[config.mk]
export PLATFORM = sky130hd
export DESIGN_NAME = cms_ctrl_sequencer_flat
export DESIGN_NICKNAME = d
export VERILOG_FILES = /design/src/rtl/cms_ctrl_sequencer_if.sv /design/src/rtl/cms_ctrl_sequencer.sv /design/src/flat_wrapper.sv
export SDC_FILE = /design/constraint.sdc
export NUM_CORES = 1
export LEC_CHECK = 0
export CAP_MARGIN = 20
export CORE_ASPECT_RATIO = 1.4
export CORE_MARGIN = 2
export CORE_UTILIZATION = 38
export CTS_BUF_LIST = sky130_fd_sc_hd__clkbuf_16
export CTS_CLUSTER_SIZE = 30
export DETAILED_ROUTE_END_ITERATION = 8
export GPL_TIMING_DRIVEN = 0
export PLACE_DENSITY_LB_ADDON = 0.15
export SLEW_MARGIN = 15
export SYNTH_ARGS = -nofsm -noshare
export SYNTH_HDL_FRONTEND = slang
export SYNTH_SLANG_ARGS = --single-unit
[constraint.sdc]
create_clock -name clk -period 4.1 [get_ports clk]
set_input_delay 0.615 -clock clk [delete_from_list [all_inputs] [get_ports clk]]
set_output_delay 0.615 -clock clk [all_outputs]
set_load 0.02 [all_outputs]
[src/rtl/cms_ctrl_sequencer_if.sv]
// Request and control-port bundle for cms_ctrl_sequencer.
// master = requester side (drives valid/payload), slave = the sequencer.
interface cms_ctrl_sequencer_if #(
    parameter int CTRL_ADDR_WIDTH = 8,
    parameter int CTRL_DATA_WIDTH = 64
);
    // A request transfers on a rising clk edge where valid & ready are both high;
    // the requester holds valid and payload steady until then, and ready never
    // depends combinationally on anything other than FSM state and the grant.
    logic                       req0_valid;
    logic                       req0_ready;
    logic [CTRL_ADDR_WIDTH-1:0] req0_addr;
    logic [CTRL_DATA_WIDTH-1:0] req0_wdata;
    logic                       req1_valid;
    logic                       req1_ready;
    logic [CTRL_ADDR_WIDTH-1:0] req1_addr;
    logic [CTRL_DATA_WIDTH-1:0] req1_wdata;
    logic [CTRL_ADDR_WIDTH-1:0] ctrl_addr;
    logic [CTRL_DATA_WIDTH-1:0] ctrl_wdata;
    logic                       ctrl_write_enable;

    modport master (
        output req0_valid, req0_addr, req0_wdata,
        output req1_valid, req1_addr, req1_wdata,
        input  req0_ready, req1_ready,
        input  ctrl_addr, ctrl_wdata, ctrl_write_enable
    );

    modport slave (
        input  req0_valid, req0_addr, req0_wdata,
        input  req1_valid, req1_addr, req1_wdata,
        output req0_ready, req1_ready,
        output ctrl_addr, ctrl_wdata, ctrl_write_enable
    );
endinterface

[src/rtl/cms_ctrl_sequencer.sv]
// Round-robin arbiter for two config requesters onto the CMS control port; each
// accepted write is replayed as one registered, edge-qualified write-enable pulse.
module cms_ctrl_sequencer #(
    parameter int CTRL_ADDR_WIDTH = 8,
    parameter int CTRL_DATA_WIDTH = 64,
    parameter int PULSE_HIGH      = 1,
    parameter int PULSE_LOW       = 1,
    parameter int CNT_WIDTH       = 16
) (
    input  logic                 clk,
    input  logic                 rst,
    cms_ctrl_sequencer_if.slave  bus,
    output logic                 busy,
    output logic                 last_grant,
    output logic [CNT_WIDTH-1:0] writes_issued,
    output logic [1:0]           state_dbg
);
    typedef enum logic [1:0] {IDLE = 2'd0, SETUP = 2'd1, HIGH = 2'd2, LOW = 2'd3} state_t;

    localparam int PMAX = (PULSE_HIGH > PULSE_LOW) ? PULSE_HIGH : PULSE_LOW;
    localparam int PCW  = (PMAX > 1) ? $clog2(PMAX) : 1;
    localparam logic [PCW-1:0] HIGH_LOAD = PCW'(PULSE_HIGH - 1);
    localparam logic [PCW-1:0] LOW_LOAD  = PCW'(PULSE_LOW - 1);

    state_t                     state, state_next;
    logic [PCW-1:0]             pulse_cnt, pulse_cnt_next;
    logic                       we_q;
    logic [CTRL_ADDR_WIDTH-1:0] addr_q;
    logic [CTRL_DATA_WIDTH-1:0] wdata_q;
    logic                       grant0, grant1, hs0, hs1;

    // last_grant resets to 1 so port 0 wins the first tie.
    always_comb begin
        grant0         = bus.req0_valid & (~bus.req1_valid | last_grant);
        grant1         = bus.req1_valid & (~bus.req0_valid | ~last_grant);
        bus.req0_ready = (state == IDLE) & grant0;
        bus.req1_ready = (state == IDLE) & grant1;
        hs0            = bus.req0_valid & bus.req0_ready;
        hs1            = bus.req1_valid & bus.req1_ready;
        state_next     = state;
        pulse_cnt_next = pulse_cnt;
        case (state)
            IDLE:  if (hs0 | hs1) state_next = SETUP;
            SETUP: begin
                state_next     = HIGH;
                pulse_cnt_next = HIGH_LOAD;
            end
            HIGH: begin
                if (pulse_cnt == '0) begin
                    state_next     = LOW;
                    pulse_cnt_next = LOW_LOAD;
                end else begin
                    pulse_cnt_next = pulse_cnt - PCW'(1);
                end
            end
            LOW: begin
                if (pulse_cnt == '0) state_next = IDLE;
                else                 pulse_cnt_next = pulse_cnt - PCW'(1);
            end
            default: state_next = IDLE;
        endcase
    end

    // Enable is a flop loaded from the next state, so it is glitch-free and
    // clears asynchronously with rst.
    always_ff @(posedge clk or posedge rst) begin
        if (rst) begin
            state         <= IDLE;
            pulse_cnt     <= '0;
            we_q          <= 1'b0;
            addr_q        <= '0;
            wdata_q       <= '0;
            last_grant    <= 1'b1;
            writes_issued <= '0;
        end else begin
            state     <= state_next;
            pulse_cnt <= pulse_cnt_next;
            we_q      <= (state_next == HIGH);
            if (hs0 | hs1) begin
                addr_q     <= hs1 ? bus.req1_addr  : bus.req0_addr;
                wdata_q    <= hs1 ? bus.req1_wdata : bus.req0_wdata;
                last_grant <= hs1;
            end
            if (state == SETUP) writes_issued <= writes_issued + CNT_WIDTH'(1);
        end
    end

    assign bus.ctrl_addr         = addr_q;
    assign bus.ctrl_wdata        = wdata_q;
    assign bus.ctrl_write_enable = we_q;
    assign busy                  = (state != IDLE);
    assign state_dbg             = state;
endmodule

[src/flat_wrapper.sv]
// flat-port wrapper written by rule: the top's interface ports become plain ports
module cms_ctrl_sequencer_flat 
#(
    parameter int CTRL_ADDR_WIDTH = 8,
    parameter int CTRL_DATA_WIDTH = 64,
    parameter int PULSE_HIGH      = 1,
    parameter int PULSE_LOW       = 1,
    parameter int CNT_WIDTH       = 16
)
  (clk, rst, busy, last_grant, writes_issued, state_dbg, bus_req0_valid, bus_req0_addr, bus_req0_wdata, bus_req1_valid, bus_req1_addr, bus_req1_wdata, bus_req0_ready, bus_req1_ready, bus_ctrl_addr, bus_ctrl_wdata, bus_ctrl_write_enable);
  cms_ctrl_sequencer_if #(.CTRL_ADDR_WIDTH(CTRL_ADDR_WIDTH), .CTRL_DATA_WIDTH(CTRL_DATA_WIDTH)) bus_i ();
  input  logic clk;
  input  logic rst;
  output logic busy;
  output logic last_grant;
  output logic [CNT_WIDTH-1:0] writes_issued;
  output logic [1:0] state_dbg;
  input wire logic [$bits(bus_i.req0_valid)-1:0] bus_req0_valid;
  input wire logic [$bits(bus_i.req0_addr)-1:0] bus_req0_addr;
  input wire logic [$bits(bus_i.req0_wdata)-1:0] bus_req0_wdata;
  input wire logic [$bits(bus_i.req1_valid)-1:0] bus_req1_valid;
  input wire logic [$bits(bus_i.req1_addr)-1:0] bus_req1_addr;
  input wire logic [$bits(bus_i.req1_wdata)-1:0] bus_req1_wdata;
  output wire logic [$bits(bus_i.req0_ready)-1:0] bus_req0_ready;
  output wire logic [$bits(bus_i.req1_ready)-1:0] bus_req1_ready;
  output wire logic [$bits(bus_i.ctrl_addr)-1:0] bus_ctrl_addr;
  output wire logic [$bits(bus_i.ctrl_wdata)-1:0] bus_ctrl_wdata;
  output wire logic [$bits(bus_i.ctrl_write_enable)-1:0] bus_ctrl_write_enable;
  assign bus_i.req0_valid = bus_req0_valid;
  assign bus_i.req0_addr = bus_req0_addr;
  assign bus_i.req0_wdata = bus_req0_wdata;
  assign bus_i.req1_valid = bus_req1_valid;
  assign bus_i.req1_addr = bus_req1_addr;
  assign bus_i.req1_wdata = bus_req1_wdata;
  assign bus_req0_ready = bus_i.req0_ready;
  assign bus_req1_ready = bus_i.req1_ready;
  assign bus_ctrl_addr = bus_i.ctrl_addr;
  assign bus_ctrl_wdata = bus_i.ctrl_wdata;
  assign bus_ctrl_write_enable = bus_i.ctrl_write_enable;
  cms_ctrl_sequencer #(.CTRL_ADDR_WIDTH(CTRL_ADDR_WIDTH), .CTRL_DATA_WIDTH(CTRL_DATA_WIDTH), .PULSE_HIGH(PULSE_HIGH), .PULSE_LOW(PULSE_LOW), .CNT_WIDTH(CNT_WIDTH)) u_core (.clk(clk), .rst(rst), .bus(bus_i), .busy(busy), .last_grant(last_grant), .writes_issued(writes_issued), .state_dbg(state_dbg));
endmodule
Yosys cells after proc, flatten, opt, wreduce, memory -nomap -nowiden
Cells that the tools add are included.
- flip-flop bits (word level): 93
- bits in latches: 0
- RAM bits: 0
- ROM bits: 0
- bits of input ports: 148
- output and inout port bits: 95
- memories: 0
- add/subtract/negate cells: 2
- multipliers: 0
- divide/modulo/power cells: 0
- magnitude comparators: 0
- equality and inequality tests: 4
- shift operators: 0
- muxes and demuxes: 8
- bitwise operators: 12
- reductions and logical operators: 4
- operators by type and width (kind ; count):
    64-bit two-way mux ; 1
    16-bit by 1-bit adder with 16-bit output (second input constant) ; 1
    8-bit two-way mux ; 1
    2-bit case mux with 4 select lines ; 1
    1-bit bitwise AND ; 6
    2-bit == test (second input constant) ; 3
    2-bit two-way mux ; 3
    2-bit nonzero test ; 2
    1-bit inverter ; 3
    1-bit bitwise OR ; 3
    2-bit by 1-bit == test with 1-bit output (second input constant) ; 1
    2-bit logical NOT ; 1
    1-bit case mux with 2 select lines ; 1
    2-bit OR reduction ; 1
    1-bit two-way mux ; 1
    1-bit subtractor (second input constant) ; 1

Depth between registers and ports, before layout
- depth in word-level cells: 9
- mapped depth: 7
- depth with buffers taken out: 6

Worst setup path before layout
Ideal clock, no wire load.
- kind: register to output
- start point: register u_core.state[0] (netlist: u_core.state_dbg[0])
- end point: output bus_req1_ready
- data arrival time: 1.443 ns
- setup slack: 2.042 ns
- stages on the path, launching flop included: 7
- cells stage by stage: dfrtp_1 -> inv_1 -> ha_1 -> nand3_1 -> buf_4 -> buf_4 -> inv_1
- word-level cells in the longest chain between the ends: 2
- ends and longest elaborated chain (element ; RTL line ; RTL):
    from (decl) ; cms_ctrl_sequencer.sv:25 ; state_t state, state_next;
    from (signal assigned) ; cms_ctrl_sequencer.sv:76 ; state <= state_next;
    2-bit logical NOT ; cms_ctrl_sequencer.sv:37 ; bus.req1_ready = (state == IDLE) & grant1;
    1-bit bitwise AND ; cms_ctrl_sequencer.sv:37 ;
    to (decl) ; flat_wrapper.sv:25 ; output wire logic [$bits(bus_i.req1_ready)-1:0] bus_req1_ready;
No other way between the ends.

Worst setup path in the final report
- start point: input bus_req0_valid
- end point: output bus_req1_ready
- word-level cells in the longest chain between the ends: 4
- ends and longest elaborated chain (element ; RTL line ; RTL):
    from (decl) ; flat_wrapper.sv:18 ; input wire logic [$bits(bus_i.req0_valid)-1:0] bus_req0_valid;
    1-bit inverter ; cms_ctrl_sequencer.sv:35 ; grant1 = bus.req1_valid & (~bus.req0_valid | ~last_grant);
    1-bit bitwise OR ; cms_ctrl_sequencer.sv:35 ;
    1-bit bitwise AND ; cms_ctrl_sequencer.sv:35 ;
    1-bit bitwise AND ; cms_ctrl_sequencer.sv:37 ;
No other way between the ends.

==> flow_summary.toml <==
[run_status]
outcome = "completed"

[logic_synthesis]
yosysTopAreaCell = "dfrtp_1"
ys_seq_area_frac = 0.546
syn_area_um2 = 4220
postSynthAreaPerCell_um2 = 10.8
synth_top_area_frac = 0.540
syn_nets = 546
yosys_warnings = 0
synth-seq-cells = 92
synthCells = 392
yosys-top-cells-area = "dfrtp_1, mux2i_1, o21ai_1"
synth.distinct_cells = 26

[critical_path]
cp_data_required_time_ps = 3480
cp-end-kind = "output pin"
critPathKind = "in2out"
worstPathMaxFanout = 10
critPathArrivalTime_ps = 2380
crit_path_start_kind = "input port"

[timing]
fin_worst_skew_ps = 6.94
whs_ps = 476
tightestPinTransition_ps = 550
slew_headroom = 0.633
rsz0062_at_grt = "false"
post-route-period-util = 0.731
setup_viol = 0
slew_violations = 0
finalHoldViolations = 0
max_freq_mhz = 334
min_period_ps = 3000

[pwr]
switching_share = 0.396
power.leakage_uw = 0.00346
p_sw_uw = 1900
power_density_nw_per_um2 = 674
intPower_uw = 2890
p_clk_frac = 0.152
p_seq_frac = 0.325
vdd_ir_drop_max_mv = 0.359
power_frac_comb = 0.523

[clock_tree]
postCtsHoldBufs = 0
root_buffer = "clkbuf_16"
cts_tree = "yes"
cts_buffer_depth = 2
post_cts_resize_count = 0
clock_latency_ps = 340
clk_pin_slew_ps = 60
cts_made_buffers = 9
htree_levels = 3
post_cts_buffers = 0
cts_sinks = 92

[global_route]
grt_pass1_wl_um = 19000
grt_max_degree = 51
antenna_found_initial = 0
overflow = 0
grt_pass1_vias = 3907
grt_usage = 0.202

[floorplanning]
die_h_um = 129
io_pins = 243
die_w_um = 93.0
num_rows = 45
start_util = 0.390
core_um2 = 10800
die_area_um2 = 12000

[cells_and_area]
flow.area_growth_from_synthesis_pct = 68.6
nets = 800
drive_gt1_frac = 0.0522
n_antenna_cell = 0
finalNonFillerCells = 792
fin_util = 0.657

[worst_hold_path]
hp-class = "reg2reg"

[route]
via_count = 3762
ant_nets = 0
wirelength_um = 12000
drc = 0
drt_iter0_markers = 82
wl_met2_um = 6490
met3_length_um = 918
drt-met1-wl_um = 4250
first_pass_iters = 4
vias_per_cell = 4.75
wl_per_cell_um = 15.2
routed.top_layer = "met4"

[place]
portBuffers = 242
hpwl_um = 9670
routabilityCongestion = 0.753
placed_cells = 776

[flow_run]
drv_cap = 0
-- state kept, by name (all words and copies together) (netlist names) --
signal                        cells
u_core.bus.ctrl_write_enable      1
u_core.last_grant                 1
u_core.writes_issued             16
u_core.bus.ctrl_wdata            64
u_core.bus.ctrl_addr              8
u_core.state_dbg                  2
-- worst max-delay path: stages --
cell and delay [ps]:
clkdlybuf4s50_1 540, nand2_1 80, nand3_1 80, buf_4 220, buf_4 240, inv_1 60
clkdlybuf4s50_1 530
-- layout make-up --
class / count / area, um^2
fill: 914 / 3700
buffer: 23 / 124
multi-input combinational: 271 / 1770
sequential: 92 / 2300
inverter: 6 / 25.0
clock buffer: 9 / 225
timing repair buffer: 243 / 2450
tap: 141 / 176
clock inverter: 7 / 36.3
-- metal layers --
| metal | GRT usage | up-vias |
|---|---|---|
| met3 | 0.0585 | 24 |
| met2 | 0.364 | 145 |
| met1 | 0.219 | 1750 |
| li1 | - | 1843 |
| met4 | 0.0865 | 0 |
| met5 | 0 | - |
-- per-stage QoR --
step	setup WS [ps]	total power, uW	cell area [um^2]	TNS (ps)
after global routing	988	5110	7110	0
final	1100	4790	7110	0
after CTS	1080	4860	7110	0
after detailed placement	1090	4120	6840	0
after global placement	-308	4050	6810	-27550
after floorplan	1090	2860	4220	0
-- layout by cell type, fill, tap and decap left out, drive strengths merged, types with 2 or more instances in the layout --
cell type / n
xor2: 6
buf: 15
nand2: 81
clkdlybuf4s50: 242
dfrtp: 91
nand3: 5
and3: 3
ha: 6
nor3: 2
inv: 8
clkbuf: 18
clkinv: 4
mux2i: 72
xnor2: 9
a31oi: 2
o21ai: 73
a21oi: 2
nand4: 3
nor2: 4
-- Yosys cell counts --
cell type / count
and3_1: 3
and2_1: 1
dfrtp_1: 91
o21ai_1: 69
nand3_1: 5
buf_4: 8
ha_1: 6
o21ai_0: 3
xnor2_1: 9
nor3_4: 1
a31oi_1: 2
or2_1: 1
nand4_1: 2
dfstp_2: 1
buf_2: 6
clkbuf_1: 9
xor2_1: 6
mux2_2: 1
inv_1: 6
nor2_1: 4
o21ai_2: 1
nor3_2: 1
nand4_4: 1
a21oi_1: 2
mux2i_1: 72
nand2_1: 81
-- worst paths after layout --
kind                                                 startpoint                                    end  slack (ps)  depth (start not counted)
max in group asynchronous                                   rst          u_core.last_grant$_DFFE_PP1P_        2710                          3
setup reg to reg                  u_core.state_dbg[0]$_DFF_PP0_  u_core.bus.ctrl_wdata[22]$_DFFE_PP0P_        2200                          7
hold reg to reg            u_core.writes_issued[15]$_DFFE_PP0N_   u_core.writes_issued[15]$_DFFE_PP0N_         480                          1
setup / recovery                                 bus_req0_valid                         bus_req1_ready        1100                          7
hold / removal             u_core.writes_issued[15]$_DFFE_PP0N_   u_core.writes_issued[15]$_DFFE_PP0N_         480                          1
min in group asynchronous                                   rst  u_core.bus.ctrl_wdata[32]$_DFFE_PP0P_         690                          2
-- cells by family after synthesis --
group	Yosys count	synth area share
AOI/OAI and AO/OA	77	0.0929
muxes	73	0.174
adders and majority gates	6	0.0178
DFF	92	0.546
xor gates and xnor gates	15	0.0312
buffers and inverters	29	0.0347
and+or+nand+nor	100	0.103
-- power groups by stage --
stage                     clock network (uW)  registers (uW)  logic, uW
after global routing                     794            1610       2710
final                                    728            1560       2500
after CTS                                747            1560       2550
after floorplan                            0            2030        833
after global placement                     0            1550       2500
after detailed placement                   0            1580       2540
Power figures use the tool's default switching activity.
